### src/rtl/sbox_lookup_engine.sv
// -----------------------------------------------------------------------------
// sbox_lookup_engine
//   Captures a 2**DW-entry S-box from the generator stream and builds the inverse
//   table while the entries arrive. It then substitutes streamed pixel bytes
//   through either the forward table (encrypt) or the inverse table (decrypt).
//
// Ports
//   clk, rst        clock; asynchronous active-high reset
//   reload_i        synchronous pulse: drop the table and return to loading
//   load_valid_i    S-box beat present on load_data_i (no backpressure)
//   load_data_i     S-box entry; entry k is the k-th accepted beat
//   load_done_o     every entry captured, engine serving lookups
//   perm_error_o    sticky: the loaded table repeats a value
//   in_valid_i      pixel present on in_data_i / in_inverse_i
//   in_ready_o      engine accepts a pixel this cycle
//   in_data_i       pixel byte
//   in_inverse_i    0: forward lookup, 1: inverse lookup
//   out_valid_o     substituted byte present on out_data_o
//   out_ready_i     downstream accepts out_data_o
//   out_data_o      substituted byte
//   sub_count_o     completed output transfers, wraps modulo 2**COUNT_W
// -----------------------------------------------------------------------------
module sbox_lookup_engine #(
  parameter int DW      = 8,
  parameter int COUNT_W = 24
) (
  input  logic               clk,
  input  logic               rst,
  input  logic               reload_i,
  input  logic               load_valid_i,
  input  logic [DW-1:0]      load_data_i,
  output logic               load_done_o,
  output logic               perm_error_o,
  input  logic               in_valid_i,
  output logic               in_ready_o,
  input  logic [DW-1:0]      in_data_i,
  input  logic               in_inverse_i,
  output logic               out_valid_o,
  input  logic               out_ready_i,
  output logic [DW-1:0]      out_data_o,
  output logic [COUNT_W-1:0] sub_count_o
);

  localparam int          ENTRIES  = 2**DW;
  localparam logic [DW:0] LAST_IDX = (DW+1)'(ENTRIES - 1);

  typedef enum logic [0:0] {
    ST_LOAD = 1'b0,
    ST_RUN  = 1'b1
  } state_e;

  state_e               state_q, state_d;
  logic [DW:0]          idx_q, idx_d;
  logic [ENTRIES-1:0]   seen_q, seen_d;
  logic                 perm_error_q, perm_error_d;
  logic                 load_done_q, load_done_d;
  logic                 out_valid_q, out_valid_d;
  logic [DW-1:0]        out_data_q, out_data_d;
  logic [COUNT_W-1:0]   sub_count_q, sub_count_d;

  logic [DW-1:0]        fwd_q [ENTRIES];
  logic [DW-1:0]        inv_q [ENTRIES];

  logic                 in_ready_s;
  logic                 load_beat_s;
  logic                 accept_s;
  logic                 xfer_s;
  logic [DW-1:0]        lookup_s;

  // Reload outranks any load or pixel beat offered in the same cycle.
  assign in_ready_s  = (state_q == ST_RUN) && (!out_valid_q || out_ready_i);
  assign load_beat_s = (state_q == ST_LOAD) && load_valid_i && !reload_i;
  assign accept_s    = in_valid_i && in_ready_s && !reload_i;
  assign xfer_s      = out_valid_q && out_ready_i;
  assign lookup_s    = in_inverse_i ? inv_q[in_data_i] : fwd_q[in_data_i];

  assign in_ready_o   = in_ready_s;
  assign load_done_o  = load_done_q;
  assign perm_error_o = perm_error_q;
  assign out_valid_o  = out_valid_q;
  assign out_data_o   = out_data_q;
  assign sub_count_o  = sub_count_q;

  // Table storage: forward entry at its beat index, inverse entry at its value.
  always_ff @(posedge clk) begin
    if (load_beat_s) begin
      fwd_q[idx_q[DW-1:0]] <= load_data_i;
      inv_q[load_data_i]   <= idx_q[DW-1:0];
    end
  end

  // Control and output registers.
  always_ff @(posedge clk or posedge rst) begin
    if (rst) begin
      state_q      <= ST_LOAD;
      idx_q        <= {(DW+1){1'b0}};
      seen_q       <= {ENTRIES{1'b0}};
      perm_error_q <= 1'b0;
      load_done_q  <= 1'b0;
      out_valid_q  <= 1'b0;
      out_data_q   <= {DW{1'b0}};
      sub_count_q  <= {COUNT_W{1'b0}};
    end else begin
      state_q      <= state_d;
      idx_q        <= idx_d;
      seen_q       <= seen_d;
      perm_error_q <= perm_error_d;
      load_done_q  <= load_done_d;
      out_valid_q  <= out_valid_d;
      out_data_q   <= out_data_d;
      sub_count_q  <= sub_count_d;
    end
  end

  // Next-state logic for the load/run FSM and the one-stage lookup pipeline.
  always_comb begin
    state_d      = state_q;
    idx_d        = idx_q;
    seen_d       = seen_q;
    perm_error_d = perm_error_q;
    out_valid_d  = out_valid_q;
    out_data_d   = out_data_q;
    sub_count_d  = sub_count_q;

    if (reload_i) begin
      // A pending output byte is dropped and not counted.
      state_d      = ST_LOAD;
      idx_d        = {(DW+1){1'b0}};
      seen_d       = {ENTRIES{1'b0}};
      perm_error_d = 1'b0;
      out_valid_d  = 1'b0;
    end else begin
      case (state_q)
        ST_LOAD: begin
          if (load_valid_i) begin
            seen_d[load_data_i] = 1'b1;
            // A value seen twice means the table cannot be inverted.
            if (seen_q[load_data_i]) begin
              perm_error_d = 1'b1;
            end else begin
              perm_error_d = perm_error_q;
            end
            if (idx_q == LAST_IDX) begin
              state_d = ST_RUN;
              idx_d   = {(DW+1){1'b0}};
            end else begin
              idx_d   = idx_q + (DW+1)'(1);
            end
          end else begin
            idx_d = idx_q;
          end
        end
        ST_RUN: begin
          if (xfer_s) begin
            sub_count_d = sub_count_q + COUNT_W'(1);
          end else begin
            sub_count_d = sub_count_q;
          end
          if (accept_s) begin
            out_valid_d = 1'b1;
            out_data_d  = lookup_s;
          end else if (xfer_s) begin
            out_valid_d = 1'b0;
          end else begin
            out_valid_d = out_valid_q;
          end
        end
        default: begin
          state_d = ST_LOAD;
        end
      endcase
    end

    load_done_d = (state_d == ST_RUN);
  end

endmodule

### config.mk
export PLATFORM = sky130hd
export DESIGN_NAME = sbox_lookup_engine
export DESIGN_NICKNAME = d
export VERILOG_FILES = /design/src/rtl/sbox_lookup_engine.sv
export SDC_FILE = /design/constraint.sdc
export NUM_CORES = 2
export LEC_CHECK = 0
export BUFFER_PORTS_ARGS = -buffer_cell sky130_fd_sc_hd__buf_4
export CORE_MARGIN = 4
export CORE_UTILIZATION = 55
export CTS_BUF_LIST = sky130_fd_sc_hd__clkbuf_4 sky130_fd_sc_hd__clkbuf_8 sky130_fd_sc_hd__clkbuf_16
export CTS_CLUSTER_SIZE = 16
export DETAILED_ROUTE_END_ITERATION = 8
export MAX_ROUTING_LAYER = met4
export PLACE_DENSITY = 0.82
export SYNTH_ARGS = -nofsm -noshare
export SYNTH_HDL_FRONTEND = slang
export SYNTH_SLANG_ARGS = --single-unit
### constraint.sdc
create_clock -name clk -period 9 [get_ports clk]
set_input_delay 0.9 -clock clk [delete_from_list [all_inputs] [get_ports clk]]
set_output_delay 0.9 -clock clk [all_outputs]
set_load 0.01 [all_outputs]
==> run metrics <==
via count around 92000; worst hold slack 0.139 ns; Placed Cells 12216; endpoint class of the critical path flop; Max H-tree Level 5; WL final 482 mm; final slew viol count 0; drt pass-1 iters 9; YS warnings 0; count of nets after finishing 8521; Fillers ~20000; layout cell share with drive strength beyond 1 0.238; PostCTS Resize Cnt 0; EDFF count, synth approximately 4000; Detail Route Antenna Nets 0; first-pass GRT wire length 691 mm; Clk Latency, worst-skew pair about 0.99 ns; I/O pin count between 50 and 60; # Max-Cap Violations 2; Required @ worst endpoint just under 10 ns; Synth cell types between 70 and 80; largest net degree at the start of global routing ~260; Post-synth ARST share 0.0682; area of the multi-input gates around 38000 sq um; Clock transition at path regs 0.06 ns; status finished, violations left; Met2 Wirelength around 230 mm; total gr overflow 0; mapped cell area 173000 sq um; worst path arrival time 6.08 ns; WS Path Type in -> reg; Die Ht 568 microns; CTS tree built; routability congestion estimate 0.890; worst vdd ir 173 uV; leakage power 0.0614 uW; Vias/cell 7.06; final hold viol count 0; Area growth, synth to finish 10.5%; unrepaired setup endpoints after global routing no; drc violations 19; CTS max path bufs 4; Met3 Wirelength 70.0 mm; DP HPWL ~260 mm; gr usage total 0.306; Hold Path Class in -> async; total die area 323000 sq um; DIE WIDTH 568 microns; Area after DPL roughly 180000 sq um; antenna violations before repair 33; Final period util 0.574; vias in the first global route 93092; drt wl/cell 37.0 microns; CTS Sinks roughly 4400; Reg area 131000 sq um; PD cells 220 nW/um^2; Iter 0 DRT Violations 17396; Post-Syn Nets 8423; postcts setup bufs 0; Slew HR 0.00846; CTS Buf Count 414; sequential area share after synthesis 0.756; final cell count without fillers between 10000 and 15000; violated checks design-rule violations, max-capacitance violations; Final min period 5.16 ns; port buffer count between 50 and 60; max layer used met4; site row count 205; Synth Area per Inst 20.6 sq um; synthesis-stage register bit count 4396; Fin Setup TNS 0 ns; ys flop type edfxtp_1; Design Area, Final 191000 sq um; Post-Syn Instances 8395; Worst Path Max Fanout 45; Initial Util 0.553; setup violators final 0; Core Region 312000 sq um; Clock Root Buffer clkbuf_16; routed length on met1 151 mm; Max Freq approximately 190 MHz; Worst setup SP type input port; clk_skew 0.0867 ns; Hold Buf Count CTS 0; Worst-Margin Slew 1.47 ns
kinds of logic after synthesis:
group	count (synthesis)	synth area share
muxes	1421	0.166
adders and majority gates	5	0.000362
and+or+nand+nor	1050	0.0256
DFF	4396	0.756
buffers and inverters	821	0.0241
xor gates and xnor gates	26	0.00132
AOI/OAI and AO/OA	676	0.0269
worst max-delay path: stages:
cell	delay [ns]
buf_8	0.46
buf_4	0.80
nand2_2	0.36
buf_4	0.41
o221ai_1	0.31
o21ai_0	0.16
a211oi_1	0.63
o311ai_0	0.56
a211oi_1	1.09
a221o_1	0.26
registers in the layout (all words and copies together) (netlist names):
name,cells
fwd_q,2048
inv_q,2048
seen_q,256
sub_count_o,24
idx_q,9
out_data_o,8
load_done_o,1
out_valid_o,1
perm_error_o,1
power breakdown:
| part | leakage (uW) | internal (uW) | switching, uW |
|---|---|---|---|
| Sequential | 0.0421 | 22200 | 12.9 |
| Combinational | 0.0125 | 612 | 1240 |
| Clock | 0.00682 | 9960 | 7860 |
| Total | 0.0614 | 32800 | 9110 |
cell usage in the layout, fill, tap and decap left out, types with 16 or more instances in the layout:
master	instances
mux4_1	17
a21oi_1	55
nand3_1	78
o221ai_1	49
diode_2	43
edfxtp_1	4096
bufinv_16	37
buf_4	196
clkbuf_8	16
nor3_1	26
nand4_1	18
a31oi_1	20
nand2_1	212
inv_1	267
clkinv_2	78
nor2_1	578
clkinv_1	99
clkbuf_4	86
nor2b_1	43
dfrtp_1	292
mux2i_1	256
o22ai_1	319
xnor2_1	18
mux4_2	1130
mux2_2	18
a211oi_1	46
buf_12	20
a22oi_1	22
o21ai_0	36
clkbuf_16	417
a221oi_1	16
layout make-up:
class                           count  area share
Sequential cell                  4396       0.684
Multi-Input combinational cell   3178       0.200
Clock buffer                      512      0.0587
Tap cell                         4140      0.0271
Clock inverter                    257      0.0132
Timing Repair Buffer              231      0.0109
Inverter                          272     0.00546
Antenna cell                       43    0.000564
layer usage:
metal / vias up / track usage
met2: 8632 / 0.457
li1: 34678 / -
met4: 0 / 0.172
met3: 1960 / 0.0963
met1: 46669 / 0.375
met5: - / -
Yosys cell counts, types with 10 or more instances:
master,n,area (sq um)
dfrtp_1,300,7510
mux2_2,18,203
a221oi_1,16,140
and3_1,14,87.6
buf_6,54,608
o211ai_1,10,75.1
nor2b_1,48,300
a22oi_1,22,165
nand3_1,88,440
a32oi_1,12,105
clkbuf_1,244,916
edfxtp_1,4096,123000
buf_2,133,666
buf_1,21,78.8
nand2b_1,15,93.8
o22ai_1,319,2000
and2_1,14,87.6
nand2_1,225,845
mux4_2,1130,25400
xnor2_1,18,158
a211oi_1,46,345
inv_1,270,1010
buf_8,10,150
mux4_1,17,447
buf_4,81,608
nor2_1,582,2180
o21ai_0,36,180
a31oi_1,20,125
nor3_1,26,130
o221ai_1,49,429
mux2i_1,256,2560
a21oi_1,55,275
nand4_1,18,113
worst paths after layout:
path	depth (start not counted)	endpoint	startpoint	slack [ns]
min in group clk	3	out_valid_o$_DFFE_PP0P_	in_valid_i	0.24
hold reg to reg	1	sub_count_o[23]$_DFFE_PP0P_	sub_count_o[23]$_DFFE_PP0P_	0.48
hold / removal	3	sub_count_o[23]$_DFFE_PP0P_	rst	0.14
max in group asynchronous	4	idx_q[1]$_DFFE_PP0P_	rst	6.93
setup reg to reg	5	fwd_q[215][7]$_DFFE_PP_	idx_q[2]$_DFFE_PP0P_	4.10
setup / recovery	10	out_data_o[0]$_DFFE_PP0P_	in_data_i[1]	3.84
per-stage QoR:
step	utilization	total power, uW	setup WS [ns]
after floorplan	-	23800	3.85
final	0.611	41900	3.84
after detailed placement	0.567	24500	3.37
after global routing	0.611	42900	4.02
after CTS	0.611	41900	4.29
after global placement	0.567	24400	3.17
No activity file was read; power rests on OpenSTA's default activity.
